<file path="config.mk">
export PLATFORM = sky130hd
export DESIGN_NAME = fm_modulate
export DESIGN_NICKNAME = d
export VERILOG_FILES = /design/src/rtl/fm_pkg.sv /design/src/rtl/axis_skid_buffer.sv /design/src/rtl/fm_modulate.sv
export SDC_FILE = /design/constraint.sdc
export NUM_CORES = 1
export LEC_CHECK = 0
export ABC_AREA = 1
export CAP_MARGIN = 20
export CORE_UTILIZATION = 60
export CTS_CLUSTER_DIAMETER = 100
export DETAILED_ROUTE_END_ITERATION = 6
export PLACE_DENSITY = 0.85
export SLEW_MARGIN = 5
export SYNTH_ARGS = -nofsm -noshare
export SYNTH_HDL_FRONTEND = slang
export SYNTH_SLANG_ARGS = --single-unit
export TNS_END_PERCENT = 10
</file>
<file path="constraint.sdc">
create_clock -name s00_axis_aclk -period 4.4 [get_ports s00_axis_aclk]
set_input_delay 0.88 -clock s00_axis_aclk [delete_from_list [all_inputs] [get_ports s00_axis_aclk]]
set_output_delay 0.88 -clock s00_axis_aclk [all_outputs]
set_load 0.005 [all_outputs]
</file>
<file path="src/rtl/fm_pkg.sv">
// Shared types and constants for the FM modulator datapath.
package fm_pkg;

    localparam int PHASE_W = 32;
    localparam int ANGLE_W = 16;
    localparam int STRB_W  = 4;

    localparam logic [3:0] MODE_NORMAL  = 4'd0;
    localparam logic [3:0] MODE_CARRIER = 4'd1;
    localparam logic [3:0] MODE_BYPASS  = 4'd2;
    localparam logic [3:0] MODE_RAMP    = 4'd3;

    // One output beat as it travels through the buffer; magnitude is constant
    // and re-attached at the output, so it is not stored.
    typedef struct packed {
        logic [ANGLE_W-1:0] angle;
        logic [STRB_W-1:0]  tstrb;
        logic               tlast;
    } beat_t;

    // Sign-extend a 16-bit audio sample to phase-accumulator width.
    function automatic logic [PHASE_W-1:0] sext_sample(input logic [ANGLE_W-1:0] s);
        return {{(PHASE_W-ANGLE_W){s[ANGLE_W-1]}}, s};
    endfunction

endpackage

</file>
<file path="src/rtl/axis_skid_buffer.sv">
// Two-entry AXI-Stream buffer. Upstream ready comes straight from a flop so
// there is no combinational path from downstream ready back to the source.
module axis_skid_buffer #(
    parameter int DATA_W = 8
) (
    input  logic              clk,
    input  logic              rst_n,
    input  logic              i_s_valid,
    output logic              o_s_ready,
    input  logic [DATA_W-1:0] i_s_data,
    output logic              o_m_valid,
    input  logic              i_m_ready,
    output logic [DATA_W-1:0] o_m_data
);

    logic [1:0][DATA_W-1:0] r_mem;
    logic                   r_wr_ptr;
    logic                   r_rd_ptr;
    logic [1:0]             r_count;
    logic                   r_ready;

    logic                   w_push;
    logic                   w_pop;
    logic [1:0]             w_count_next;

    // Ready is already ~full, so a push can never land on a full buffer.
    assign w_push       = i_s_valid && r_ready;
    assign w_pop        = (r_count != 2'd0) && i_m_ready;
    assign w_count_next = r_count + 2'(w_push) - 2'(w_pop);

    assign o_s_ready = r_ready;
    assign o_m_valid = (r_count != 2'd0);
    assign o_m_data  = r_mem[r_rd_ptr];

    // Storage, pointers, occupancy and the registered ready flag.
    always_ff @(posedge clk or negedge rst_n) begin
        if (!rst_n) begin
            r_mem    <= '0;
            r_wr_ptr <= 1'b0;
            r_rd_ptr <= 1'b0;
            r_count  <= 2'd0;
            r_ready  <= 1'b0;
        end else begin
            if (w_push) begin
                r_mem[r_wr_ptr] <= i_s_data;
                r_wr_ptr        <= ~r_wr_ptr;
            end
            if (w_pop) begin
                r_rd_ptr <= ~r_rd_ptr;
            end
            r_count <= w_count_next;
            r_ready <= (w_count_next != 2'd2);
        end
    end

endmodule

</file>
<file path="src/rtl/fm_modulate.sv">
// FM modulator: integrates scaled audio samples into a phase accumulator and
// emits one {angle, magnitude} beat per accepted sample.
module fm_modulate
    import fm_pkg::*;
#(
    parameter int                 C_S00_AXIS_TDATA_WIDTH = 32,
    parameter int                 C_M00_AXIS_TDATA_WIDTH = 32,
    parameter int                 DEV_SHIFT              = 16,
    parameter logic [ANGLE_W-1:0] AMPLITUDE              = 16'h7FFF
) (
    input  logic                              s00_axis_aclk,
    input  logic                              s00_axis_aresetn,
    input  logic                              s00_axis_tvalid,
    output logic                              s00_axis_tready,
    input  logic [C_S00_AXIS_TDATA_WIDTH-1:0] s00_axis_tdata,
    input  logic [STRB_W-1:0]                 s00_axis_tstrb,
    input  logic                              s00_axis_tlast,
    input  logic [3:0]                        sw,
    input  logic [PHASE_W-1:0]                freq_word,
    input  logic                              m00_axis_tready,
    output logic                              m00_axis_tvalid,
    output logic [C_M00_AXIS_TDATA_WIDTH-1:0] m00_axis_tdata,
    output logic [STRB_W-1:0]                 m00_axis_tstrb,
    output logic                              m00_axis_tlast
);

    logic [PHASE_W-1:0] r_phase_acc;
    logic [PHASE_W-1:0] r_ramp_cnt;

    logic               w_s_ready;
    logic               w_accept;
    logic [ANGLE_W-1:0] w_sample;
    logic [ANGLE_W-1:0] w_eff_sample;
    logic [PHASE_W-1:0] w_inc;
    logic [PHASE_W-1:0] w_acc_sum;
    logic [PHASE_W-1:0] w_acc_next;
    beat_t              w_beat_in;
    beat_t              w_beat_out;
    logic               w_m_valid;
    logic               w_unused_tdata;

    // Upper input lanes carry nothing for this block.
    assign w_unused_tdata = ^s00_axis_tdata[C_S00_AXIS_TDATA_WIDTH-1:ANGLE_W];

    assign w_accept     = s00_axis_tvalid && w_s_ready;
    assign w_sample     = s00_axis_tdata[ANGLE_W-1:0];
    assign w_eff_sample = (sw == MODE_CARRIER) ? '0 : w_sample;
    // Wraps modulo 2^32 by construction; no saturation anywhere.
    assign w_inc        = freq_word + (sext_sample(w_eff_sample) << DEV_SHIFT);
    assign w_acc_sum    = r_phase_acc + w_inc;

    // Mode select: choose the emitted angle and whether the accumulator moves.
    always_comb begin
        w_acc_next      = w_acc_sum;
        w_beat_in.angle = w_acc_sum[PHASE_W-1:PHASE_W-ANGLE_W];
        w_beat_in.tstrb = s00_axis_tstrb;
        w_beat_in.tlast = s00_axis_tlast;
        case (sw)
            MODE_BYPASS: begin
                w_acc_next      = r_phase_acc;
                w_beat_in.angle = w_sample;
            end
            MODE_RAMP: begin
                w_acc_next      = r_phase_acc;
                w_beat_in.angle = r_ramp_cnt[ANGLE_W-1:0];
            end
            default: ;
        endcase
    end

    // Phase accumulator and ramp counter advance only on accepted beats.
    always_ff @(posedge s00_axis_aclk or negedge s00_axis_aresetn) begin
        if (!s00_axis_aresetn) begin
            r_phase_acc <= '0;
            r_ramp_cnt  <= '0;
        end else if (w_accept) begin
            r_phase_acc <= w_acc_next;
            r_ramp_cnt  <= r_ramp_cnt + PHASE_W'(1);
        end
    end

    axis_skid_buffer #(
        .DATA_W($bits(beat_t))
    ) u_buf (
        .clk       (s00_axis_aclk),
        .rst_n     (s00_axis_aresetn),
        .i_s_valid (s00_axis_tvalid),
        .o_s_ready (w_s_ready),
        .i_s_data  (w_beat_in),
        .o_m_valid (w_m_valid),
        .i_m_ready (m00_axis_tready),
        .o_m_data  (w_beat_out)
    );

    // Outputs read as zero whenever no beat is presented (including reset).
    assign s00_axis_tready = w_s_ready;
    assign m00_axis_tvalid = w_m_valid;
    assign m00_axis_tdata  = w_m_valid ? C_M00_AXIS_TDATA_WIDTH'({w_beat_out.angle, AMPLITUDE}) : '0;
    assign m00_axis_tstrb  = w_m_valid ? w_beat_out.tstrb : '0;
    assign m00_axis_tlast  = w_m_valid & w_beat_out.tlast;

endmodule

</file>
-- After elaboration in Yosys (flattened, before gate mapping)
Cells that the tools add are included.
- output and inout bits: 39
- bits of input ports: 77
- register bits: 111
- word-level logic and storage cells: 39
- magnitude comparators: 3
- reduce and logical (&&, ||, !) cells: 6
- mux-type cells: 9
- bitwise logic cells: 4
- eq/ne operators: 4
- add/sub/neg operators: 5
- operator list (operator ; count):
    $add A32 B32 Y32 ; 2
    $mux W21 ; 3
    $bwmux W42 ; 1
    $add A32 B1 Y32 const B ; 1
    $mux W32 ; 1
    $pmux W16 S2 ; 1
    $demux W21 S1 ; 1
    $mux W16 ; 1
    $eq A4 B2 Y1 const B ; 2
    $eq A4 B1 Y1 const B ; 1
    $lt A1 B2 Y1 const B ; 2
    $mux W4 ; 1
    $logic_and A1 B1 Y1 ; 3
    $not A1 Y1 ; 3
    $add A2 B1 Y2 ; 1
    $ne A2 B2 Y1 const B ; 1
    $reduce_and A2 Y1 ; 1
    $reduce_bool A2 Y1 ; 1
    $reduce_or A2 Y1 ; 1
    $sub A2 B1 Y2 ; 1
    $and A1 B1 Y1 ; 1
    $ge A1 B1 Y1 const B ; 1

-- Longest topological paths before layout
Gate-level depths: netlist of run 1.
- depth in word-level cells: 6
- gate-level depth with buffers: 20
- gate-level depth less buffers: 19

-- Cells and area by module
A second synthesis of run 1 with hierarchy kept.
- cells, all modules: 1144
- area total of the unflattened synthesis: 7806.2 um^2
- modules (own cells, without submodules) (module ; instances ; area an instance (um^2) ; cells an instance):
    fm_modulate ; 1 ; 5505.3 ; 886
    axis_skid_buffer ; 1 ; 2301.0 ; 258

-- Worst setup path after synthesis of run 1
OpenSTA, ideal clock, no wires.
- path kind: input to register
- start point: input sw[3]
- end point: register u_buf.r_mem[41] in the netlist's numbering
- setup time: 0.117 ns
- path slack: 1.076 ns
- path buffers: 1
- arrival: 3.207 ns
- data required time: 4.283 ns
- stages on the path: 17
- path through: nor2_2 > nand3_1 > inv_1 > buf_1 > nor2_1 > fa_1 > ha_1 > nand2_1 > inv_1 > a21oi_1 > nand2_1 > a21oi_1 > nand3_1 > nand3_1 > nand2_1 > nand2_1 > nand2_1
- cells in the longest elaborated chain, start to end: 6
- elaborated cells on any way between the ends: 8
- those cells by class: add/sub: 2; eq/ne: 3; mux: 3
- RTL lines (what ; line ; text):
    start, declared ; fm_modulate.sv:18 ; input logic [3:0] sw,
    $eq A4 B1 Y1 ; fm_modulate.sv:47 ; assign w_eff_sample = (sw == MODE_CARRIER) ? '0 : w_sample;
    $mux W16 ; fm_modulate.sv:47 ;
    $add A32 B32 Y32 ; fm_modulate.sv:49 ; assign w_inc = freq_word + (sext_sample(w_eff_sample) << DEV_SHIFT);
    $add A32 B32 Y32 ; fm_modulate.sv:50 ; assign w_acc_sum = r_phase_acc + w_inc;
    $pmux W16 S2 * ; fm_modulate.sv:58 ; case (sw)
    $bwmux W42 * ; axis_skid_buffer.sv:45 ; r_mem[r_wr_ptr] <= i_s_data;
    end signal, assigned by index ; axis_skid_buffer.sv:45 ;
    end, declared ; axis_skid_buffer.sv:16 ; logic [1:0][DATA_W-1:0] r_mem;
Every way passes the cells marked *; elsewhere a longest branch is shown, timed or not.
A chain may end at the register's enable or synchronous reset.

-- Worst setup path after layout of run 1
- start point: input sw[0]
- end point: register u_buf.r_mem[18] in the netlist's numbering
Same word-level chain as after synthesis.

==> qor.csv, run 1 <==
metric;value;unit
outcome;complete, no violations;
post_cts_buffers;0;
clkTransAtPathRegs;0.07;ns
htreeDepth;3;
synth_compound_area_share;7.00;%
grt-ovfl-total;0;
fin_setup_tns;0;ns
ant_nets;0;
slew_viol_final;0;
synth_cell_types;40;
async_reset_ff_share;100;%
routed_wl;19000;um
cts_hold_buf;0;
dp.cells;1333;
grtUsageTotal;31.1;%
grt_pass1_wl;31400;um
cts_buffers;9;
io_pins;116;
final.setup_skew;0.00986;ns
ys_warn_count;0;
arrival;4.10;ns
finalCritPeriodShare;87.7;%
startpoint_type;primary input;
grt_pass1_vias;6720;
path_max_fanout;14;
synth.top_cell.area_share;31.9;%
diodes;0;
synth_edf_count;0;
drtPass1Iterations;5;
portBuffers;98;
drt-initial-drc-count;502;
ctsResizeCount;0;
crit_top_cell;nand2_1;
stdcell_count;1349;
synth.top_cells.by_area;dfrtp_1, nand2_1, inv_1;
initial_utilization;61.8;%
crit_family;simple AND/OR/NAND/NOR gates;
die_width;113;um
power_density;741;nW/um^2
p_leak;0.00479;uW
max-cap-violations;0;
vias_per_cell;5.24;
cts_tree;built;
syn-cell-area;7450;um^2
synthMuxAreaShare;0;%
cp_slowest_stage_delay;0.50;ns
num_rows;40;
synthAdderAreaFrac;12.5;%
endpoint_kind;flip-flop;
wl_per_cell;14.1;um
die_y;113;um
cts.sinks;95;
die-area;12900;um^2
synthXorXnorAreaFrac;3.88;%
yosys_most_used_dff;dfrtp_1;
coreArea;12100;um^2
critical_path_required;4.64;ns
p_total;6500;uW
clk_latency;0.35;ns
setup_ws;0.541;ns
final.min_clock_period;3.86;ns
vdd_drop_max;415;uV
gp_congestion;0.964;
nets;1318;
synth_area_leader_cell;dfrtp_1;
areaGrowthSynthToFinish;17.7;%
tightestPinTransition;0.799;ns
synthCells;1096;
critical_path_class;primary input to flip-flop;
root_buffer;clkbuf_16;
grt_max_degree;47;
yosys.area_share.simple;32.5;%
rsz0062_at_grt;no;
maxSlewHeadroom;46.7;%
synth_seq_cells;95;
num_vias;7070;
cp_num_buf_inv;3;
synth_top_family_by_area;simple AND/OR/NAND/NOR gates;
drc;0;
hold_viol_final;0;
setup_viol;0;
dpl.hpwl;14500;um
syn_nets;1238;
cp_slowest_cell;clkdlybuf4s50_1;
clock_path_buffers;2;
hold_path_class;flip-flop to flip-flop;
drive_gt1_share;5.17;%
syn_area_per_cell;6.80;um^2
max_freq;259;MHz
antenna_found_initial;0;
yosysSeqAreaShare;31.9;%
hold_ws;0.481;ns
cp_cell_sequence;clkdlybuf4s50_1, nand3_1, inv_1, buf_4, nor2_1, fa_1, ha_1, a21oi_1, nor2_1, nor2_1, nand2_1, a21oi_1, nand3_1, nand3_1, nand2_1, nand2_1, nand2_1;
pre_cts_ws;0.233;ns
[flip-flops by register name (all words and copies together), names as in the netlist]
register / count
u_buf.r_wr_ptr: 1
u_buf.r_mem: 42
u_buf.o_s_ready: 1
u_buf.r_rd_ptr: 1
u_buf.r_count: 2
r_ramp_cnt: 16
r_phase_acc: 32
[cell usage after synthesis (all sizes together) (3+ instances only)]
cell,number
a31oi,3
xnor2,15
nand2,430
nand4,6
clkbuf,16
a21oi,42
xor2,18
nor2,69
o21bai,4
nor3,5
nand3,69
dfrtp,95
ha,49
o21ai,39
inv,181
fa,16
buf,22
o22ai,9
[cells by family (layout without fill, tap and decap cells)]
kind of cell	Yosys count	after routing
adder cells (fa/ha/maj)	65	65
AO/OA/AOI/OAI	98	98
flip-flops	95	95
XOR/XNOR	33	33
other	1	1
buffers and inverters	220	305
AND/OR/NAND/NOR	584	584
[worst min-delay path, cell delays in order, from the launching register on]
cell and delay (ns):
dfrtp_1 0.34, nand2_1 0.05, nand2_1 0.06
[worst paths after layout]
kind / slack, ns / startpoint / cells after the start / endpoint
max: 0.54 / sw[0] / 17 / u_buf.r_mem[18]$_DFFE_PN0P_
min: 0.48 / u_buf.r_mem[18]$_DFFE_PN0P_ / 2 / u_buf.r_mem[18]$_DFFE_PN0P_
max reg2reg: 1.68 / r_phase_acc[1]$_DFFE_PN0P_ / 16 / u_buf.r_mem[18]$_DFFE_PN0P_
min reg2reg: 0.48 / u_buf.r_mem[18]$_DFFE_PN0P_ / 2 / u_buf.r_mem[18]$_DFFE_PN0P_
max in group asynchronous: 3.01 / s00_axis_aresetn / 2 / r_ramp_cnt[1]$_DFFE_PN0P_
min in group asynchronous: 0.53 / s00_axis_aresetn / 1 / r_phase_acc[7]$_DFFE_PN0P_
[report_power, final]
| group | leakage [uW] | internal (uW) | switching, uW | total (uW) |
|---|---|---|---|---|
| registers | 0.00116 | 1270 | 247 | 1510 |
| logic | 0.00350 | 1670 | 2560 | 4230 |
| clock network | 0.000127 | 390 | 358 | 749 |
| total | 0.00479 | 3330 | 3170 | 6500 |
[metrics by stage]
stage | utilization, % | cell area (um^2)
after floorplan | - | 7450
after global placement | 70.4 | 8490
after detailed placement | 70.4 | 8490
after CTS | 72.7 | 8770
after global routing | 72.7 | 8770
final | 72.7 | 8770
[cell usage in the layout (no fill, tap or decap), types with 10 or more instances in the layout]
cell type        count
clkdlybuf4s50_1     97
xor2_1              18
a21oi_1             42
dfrtp_1             95
inv_1              168
nand2_1            424
xnor2_1             15
o21ai_1             10
fa_1                16
inv_2               12
ha_1                49
nor2_1              59
o21ai_0             29
nand3_1             67
buf_4               10
[per-layer routing]
layer	wire length, um	global-route usage (%)	vias up	share of wire [%]
met3	1180	3.88	42	6.2
met5	0	0	-	0
met1	8670	43.4	3246	46
met4	539	12.2	0	2.8
li1	-	-	3502	-
met2	8660	49.7	280	45
[layout make-up]
type,instances,area (um^2)
clock inverter,5,41.3
sequential,95,2380
tap,168,210
timing repair buffer,107,1050
fill,1007,3300
multi-input combinational,781,4170
inverter,182,688
clock buffer,11,233
Power figures use the tool's default switching activity.
==> run 2: changes to the inputs <==
clock period = 4.5 ns   (was 4.4 ns; I/O delays follow)
==> qor.csv, run 2 (synthesis gave the netlist of run 1 again) <==
metric;value;unit;change
outcome;complete, no violations;;unchanged
finalCritPeriodShare;87.3;%;
grt_pass1_wl;31100;um;was 31400 um
vias_per_cell;5.25;;was 5.24
fin_setup_tns;0;ns;unchanged
cts_buffers;9;;unchanged
die-area;12900;um^2;unchanged
cts_tree;built;;unchanged
coreArea;12100;um^2;unchanged
htreeDepth;3;;unchanged
ant_nets;0;;unchanged
use_met2;49.6;%;was 49.7%
vdd_drop_max;449;uV;was 415 uV
slew_viol_final;0;;unchanged
dpl.hpwl;14500;um;about the same
areaGrowthSynthToFinish;17.9;%;was 17.7%
grt_max_degree;77;;was 47
hold_path_class;flip-flop to flip-flop;;unchanged
max_freq;254;MHz;
path_max_fanout;14;;unchanged
p_leak;0.00480;uW;was 0.00479 uW
post_cts_buffers;0;;unchanged
ctsResizeCount;0;;unchanged
layout_common_cells;nand2_1, inv_1, clkdlybuf4s50_1, dfrtp_1, nand3_1;;unchanged
clk_latency;0.36;ns;was 0.35 ns
endpoint_kind;flip-flop;;unchanged
clkTransAtPathRegs;0.07;ns;about the same
max-cap-violations;0;;unchanged
use_met1;42.5;%;was 43.4%
grt-ovfl-total;0;;unchanged
io_pins;116;;unchanged
busiest_layer;met2;;unchanged
grt_pass1_vias;6686;;was 6720
setup_viol;0;;unchanged
cts_hold_buf;0;;unchanged
critical_path_required;4.75;ns;was 4.64 ns
portBuffers;98;;unchanged
top_register;u_buf.r_mem;;unchanged
startpoint_type;primary input;;unchanged
nFillCells;1025;;was 1007
grt_use_met3;4.68;%;was 3.88%
cts.sinks;95;;unchanged
power_density;731;nW/um^2;was 741 nW/um^2
num_rows;40;;unchanged
critical_path_class;primary input to flip-flop;;unchanged
clock_path_buffers;2;;unchanged
final.min_clock_period;3.93;ns;
root_buffer;clkbuf_16;;unchanged
grtUsageTotal;30.9;%;was 31.1%
drive_gt1_share;5.08;%;was 5.17%
arrival;4.18;ns;was 4.10 ns
nets;1317;;was 1318
final_common_cell;nand2_1;;unchanged
drtPass1Iterations;5;;unchanged
rsz0062_at_grt;no;;unchanged
num_vias;7082;;was 7070
gp_congestion;0.973;;was 0.964
maxSlewHeadroom;35.8;%;was 46.7%
antenna_found_initial;0;;unchanged
routed_wl;18800;um;was 19000 um
initial_utilization;61.8;%;unchanged
p_total;6420;uW;was 6500 uW
reg_top3;u_buf.r_mem x42, r_phase_acc x32, r_ramp_cnt x16;;unchanged
tightestPinTransition;0.963;ns;was 0.799 ns
drc;0;;unchanged
die_y;113;um;unchanged
wl_per_cell;13.9;um;was 14.1 um
largest_reg_flops;42;;unchanged
drt-initial-drc-count;557;;was 502
final.setup_skew;0.00986;ns;about the same
diodes;0;;unchanged
die_width;113;um;unchanged
hold_viol_final;0;;unchanged
## run 2: cell count changes in the layout (fill, tap and decap cells not counted), sizes merged
cell and change:
clkinv +1, buf -1, bufinv +1, clkinvlp -1, inv -1
## run 2: metal layers
layer	up-vias	share of wire [%]
met5	-	0
met3	35	7.0
li1	3507	-
met2	276	46
met1	3264	45
met4	0	2.4
## run 2: path summary, 6_finish.rpt
path	end	cells past startpoint	slack, ns	start
worst max-delay path	u_buf.r_mem[17]$_DFFE_PN0P_	18	0.57	sw[0]
worst min-delay path	r_phase_acc[0]$_DFFE_PN0P_	2	0.48	r_phase_acc[0]$_DFFE_PN0P_
worst max register to register	u_buf.r_mem[18]$_DFFE_PN0P_	16	1.77	r_phase_acc[1]$_DFFE_PN0P_
worst min register to register	r_phase_acc[0]$_DFFE_PN0P_	2	0.48	r_phase_acc[0]$_DFFE_PN0P_
max in group asynchronous	u_buf.r_count[0]$_DFF_PN0_	2	2.96	s00_axis_aresetn
min in group asynchronous	r_phase_acc[7]$_DFFE_PN0P_	1	0.68	s00_axis_aresetn
## run 2: final cells by class
class | instances | area [um^2] | area share (%)
flip-flops and latches | 95 | 2380 | 27.1
inverters | 182 | 688 | 7.84
clock inverters | 5 | 63.8 | 0.727
well taps | 168 | 210 | 2.39
repair buffers | 106 | 1040 | 11.8
multi-input cells | 781 | 4170 | 47.5
clock buffers | 11 | 233 | 2.65
## run 2: metrics by stage
step	hold slack (ns)	instance area [um^2]	worst slack, ns	utilization (%)	instances
after global placement	0.454	8480	0.399	70.3	1332
after global routing	0.504	8780	0.405	72.8	1348
after detailed placement	0.465	8480	0.301	70.3	1332
after CTS	0.481	8780	0.675	72.8	1348
final	0.478	8780	0.569	72.8	1348
after floorplan	0.442	7450	1.16	-	1096
## run 2: power breakdown
part	leakage [uW]	internal, uW	switching, uW	total, uW
logic	0.00350	1640	2510	4150
registers	0.00116	1240	237	1480
clock network	0.000141	437	356	793
total	0.00480	3310	3100	6420
## run 2: critical path, cell delays in order
cell             delay (ns)
clkdlybuf4s50_1        0.59
nand3_1                0.16
inv_1                  0.08
buf_4                  0.20
nor2_1                 0.08
fa_1                   0.46
ha_1                   0.38
nand2_1                0.13
nor2_1                 0.28
nand2_1                0.14
nor2_1                 0.13
nand2_1                0.13
nand2_1                0.10
nand2_1                0.06
nand3_1                0.10
nand2_1                0.12
nand2_1                0.08
nand2_1                0.05
==> run 3: changes to the inputs <==
CORE_MARGIN = 2   (was default)
PLACE_DENSITY = 0.88   (was 0.85)
==> qor.csv, run 3 (synthesis gave the netlist of run 1 again) <==
metric;value;unit;change
areaGrowthSynthToFinish;17.7;%;was 17.9%
grt_max_degree;74;;was 77
cts.sinks;95;;unchanged
num_rows;40;;unchanged
cts_hold_buf;0;;unchanged
cp-endpoint;u_buf.r_mem[37]$_DFFE_PN0P_;;was u_buf.r_mem[17]$_DFFE_PN0P_
io_pins;116;;unchanged
hold_viol_final;0;;unchanged
nFillCells;983;;was 1025
crit_family;simple AND/OR/NAND/NOR gates;;unchanged
drc;0;;unchanged
setup_ws;0.650;ns;was 0.569 ns
root_buffer;clkbuf_16;;unchanged
arrival;4.09;ns;was 4.18 ns
power_density;724;nW/um^2;was 731 nW/um^2
routed_wl;18900;um;was 18800 um
clk_latency;0.35;ns;was 0.36 ns
drive_gt1_share;5.17;%;was 5.08%
r2r_end;u_buf.r_mem[31]$_DFFE_PN0P_;;was u_buf.r_mem[18]$_DFFE_PN0P_
grtUsageTotal;29.5;%;was 30.9%
die_y;115;um;was 113 um
startpoint_type;primary input;;unchanged
cp_slowest_stage_delay;0.51;ns;was 0.59 ns
ctsResizeCount;0;;unchanged
vias_per_cell;5.22;;was 5.25
critPathLaunch;sw[0];;unchanged
slew_viol_final;0;;unchanged
wl_per_cell;14.0;um;was 13.9 um
cts_buffers;9;;unchanged
p_leak;0.00479;uW;was 0.00480 uW
setup_viol;0;;unchanged
crit_top_cell;nand2_1;;unchanged
coreArea;12100;um^2;unchanged
vdd_drop_max;417;uV;was 449 uV
hold_path_class;flip-flop to flip-flop;;unchanged
nets;1317;;unchanged
final.setup_skew;0.00394;ns;was 0.00986 ns
max_freq;260;MHz;was 254 MHz
num_vias;7038;;was 7082
layout_common_cells;nand2_1, inv_1, clkdlybuf4s50_1, dfrtp_1, nand3_1;;unchanged
final_common_cell;nand2_1;;unchanged
grt_pass1_vias;6488;;was 6686
drt-initial-drc-count;664;;was 557
gp_congestion;0.991;;was 0.973
cp.depth;18;;unchanged
grt_pass1_wl;30800;um;was 31100 um
final.min_clock_period;3.85;ns;was 3.93 ns
hold_path_depth;1;;was 2
cp_cell_sequence;clkdlybuf4s50_1, nand3_1, inv_1, buf_4, nor2_1, fa_1, ha_1, nand2_1, nor2_1, nand2_1, nor2_1, nand2_1, nand3_1, nand2_1, nand3_1, nand2_1, nand2_1, nand2_1;;was clkdlybuf4s50_1, nand3_1, inv_1, buf_4, nor2_1, fa_1, ha_1, nand2_1, nor2_1, nand2_1, nor2_1, nand2_1, nand2_1, nand2_1, nand3_1, nand2_1, nand2_1, nand2_1
pre_cts_ws;0.385;ns;was 0.301 ns
htreeDepth;3;;unchanged
grt-ovfl-total;0;;unchanged
largest_reg_flops;42;;unchanged
drtPass1Iterations;5;;unchanged
clock_path_buffers;2;;unchanged
r2r-start;r_phase_acc[1]$_DFFE_PN0P_;;unchanged
diodes;0;;unchanged
cp_num_buf_inv;3;;unchanged
outcome;complete, no violations;;unchanged
clkTransAtPathRegs;0.07;ns;about the same
die_width;115;um;was 113 um
r2r_cells;16;;unchanged
cts_tree;built;;unchanged
cp_slowest_cell;clkdlybuf4s50_1;;unchanged
finalCritPeriodShare;85.6;%;was 87.3%
max-cap-violations;0;;unchanged
endpoint_kind;flip-flop;;unchanged
post_cts_buffers;0;;unchanged
tightestPinTransition;0.994;ns;was 0.963 ns
worst-r2r-setup-slack;1.78;ns;was 1.77 ns
dpl.hpwl;14500;um;about the same
ant_nets;0;;unchanged
critical_path_required;4.74;ns;was 4.75 ns
reg_top3;u_buf.r_mem x42, r_phase_acc x32, r_ramp_cnt x16;;unchanged
maxSlewHeadroom;33.8;%;was 35.8%
antenna_found_initial;0;;unchanged
path_max_fanout;14;;unchanged
initial_utilization;61.8;%;unchanged
portBuffers;98;;unchanged
rsz0062_at_grt;no;;unchanged
fin_setup_tns;0;ns;unchanged
top_register;u_buf.r_mem;;unchanged
critical_path_class;primary input to flip-flop;;unchanged
die-area;13300;um^2;was 12900 um^2
[run 3: cell count changes in the layout (fill, tap and decap cells not counted), sizes merged]
cell | before | now
bufinv | 1 | 0
clkinv | 2 | 3
clkbuf | 11 | 10
[run 3: worst min path at each step]
stage	to	start
after floorplan	r_ramp_cnt[14]$_DFFE_PN0P_	r_ramp_cnt[14]$_DFFE_PN0P_
after global placement	r_ramp_cnt[14]$_DFFE_PN0P_	r_ramp_cnt[14]$_DFFE_PN0P_
after detailed placement	r_ramp_cnt[14]$_DFFE_PN0P_	r_ramp_cnt[14]$_DFFE_PN0P_
after CTS	r_ramp_cnt[14]$_DFFE_PN0P_	r_ramp_cnt[14]$_DFFE_PN0P_
after global routing	r_ramp_cnt[14]$_DFFE_PN0P_	r_ramp_cnt[14]$_DFFE_PN0P_
final	r_ramp_cnt[14]$_DFFE_PN0P_	r_ramp_cnt[14]$_DFFE_PN0P_
[run 3: layout make-up]
class	count	area (um^2)	area share, %
Clock buffer	10	239	2.73
Clock inverter	5	42.5	0.485
Inverter	182	688	7.85
Multi-Input combinational cell	781	4170	47.6
Sequential cell	95	2380	27.1
Tap cell	168	210	2.40
Timing Repair Buffer	106	1040	11.8
[run 3: per-stage QoR]
step / utilization, % / hold WS (ns) / cells / instance area (um^2) / total power (uW)
after global placement: 70.3 / 0.456 / 1332 / 8480 / 5420
after CTS: 72.7 / 0.471 / 1347 / 8770 / 6330
after floorplan: - / 0.442 / 1096 / 7450 / 4330
after global routing: 72.7 / 0.477 / 1347 / 8770 / 6980
after detailed placement: 70.3 / 0.458 / 1332 / 8480 / 5550
final: 72.7 / 0.471 / 1347 / 8770 / 6350
[run 3: layer usage]
layer,GRT usage (%),vias up,routed length [um]
li1,-,3506,-
met1,42.5,3212,8590
met2,46.4,286,8550
met5,0,-,0
met3,3.35,34,1320
met4,10.8,0,459
[run 3: power breakdown]
part | leakage, uW | internal, uW | total [uW] | switching, uW
combinational | 0.00350 | 1630 | 4120 | 2490
clock | 0.000136 | 393 | 745 | 352
sequential | 0.00116 | 1240 | 1480 | 238
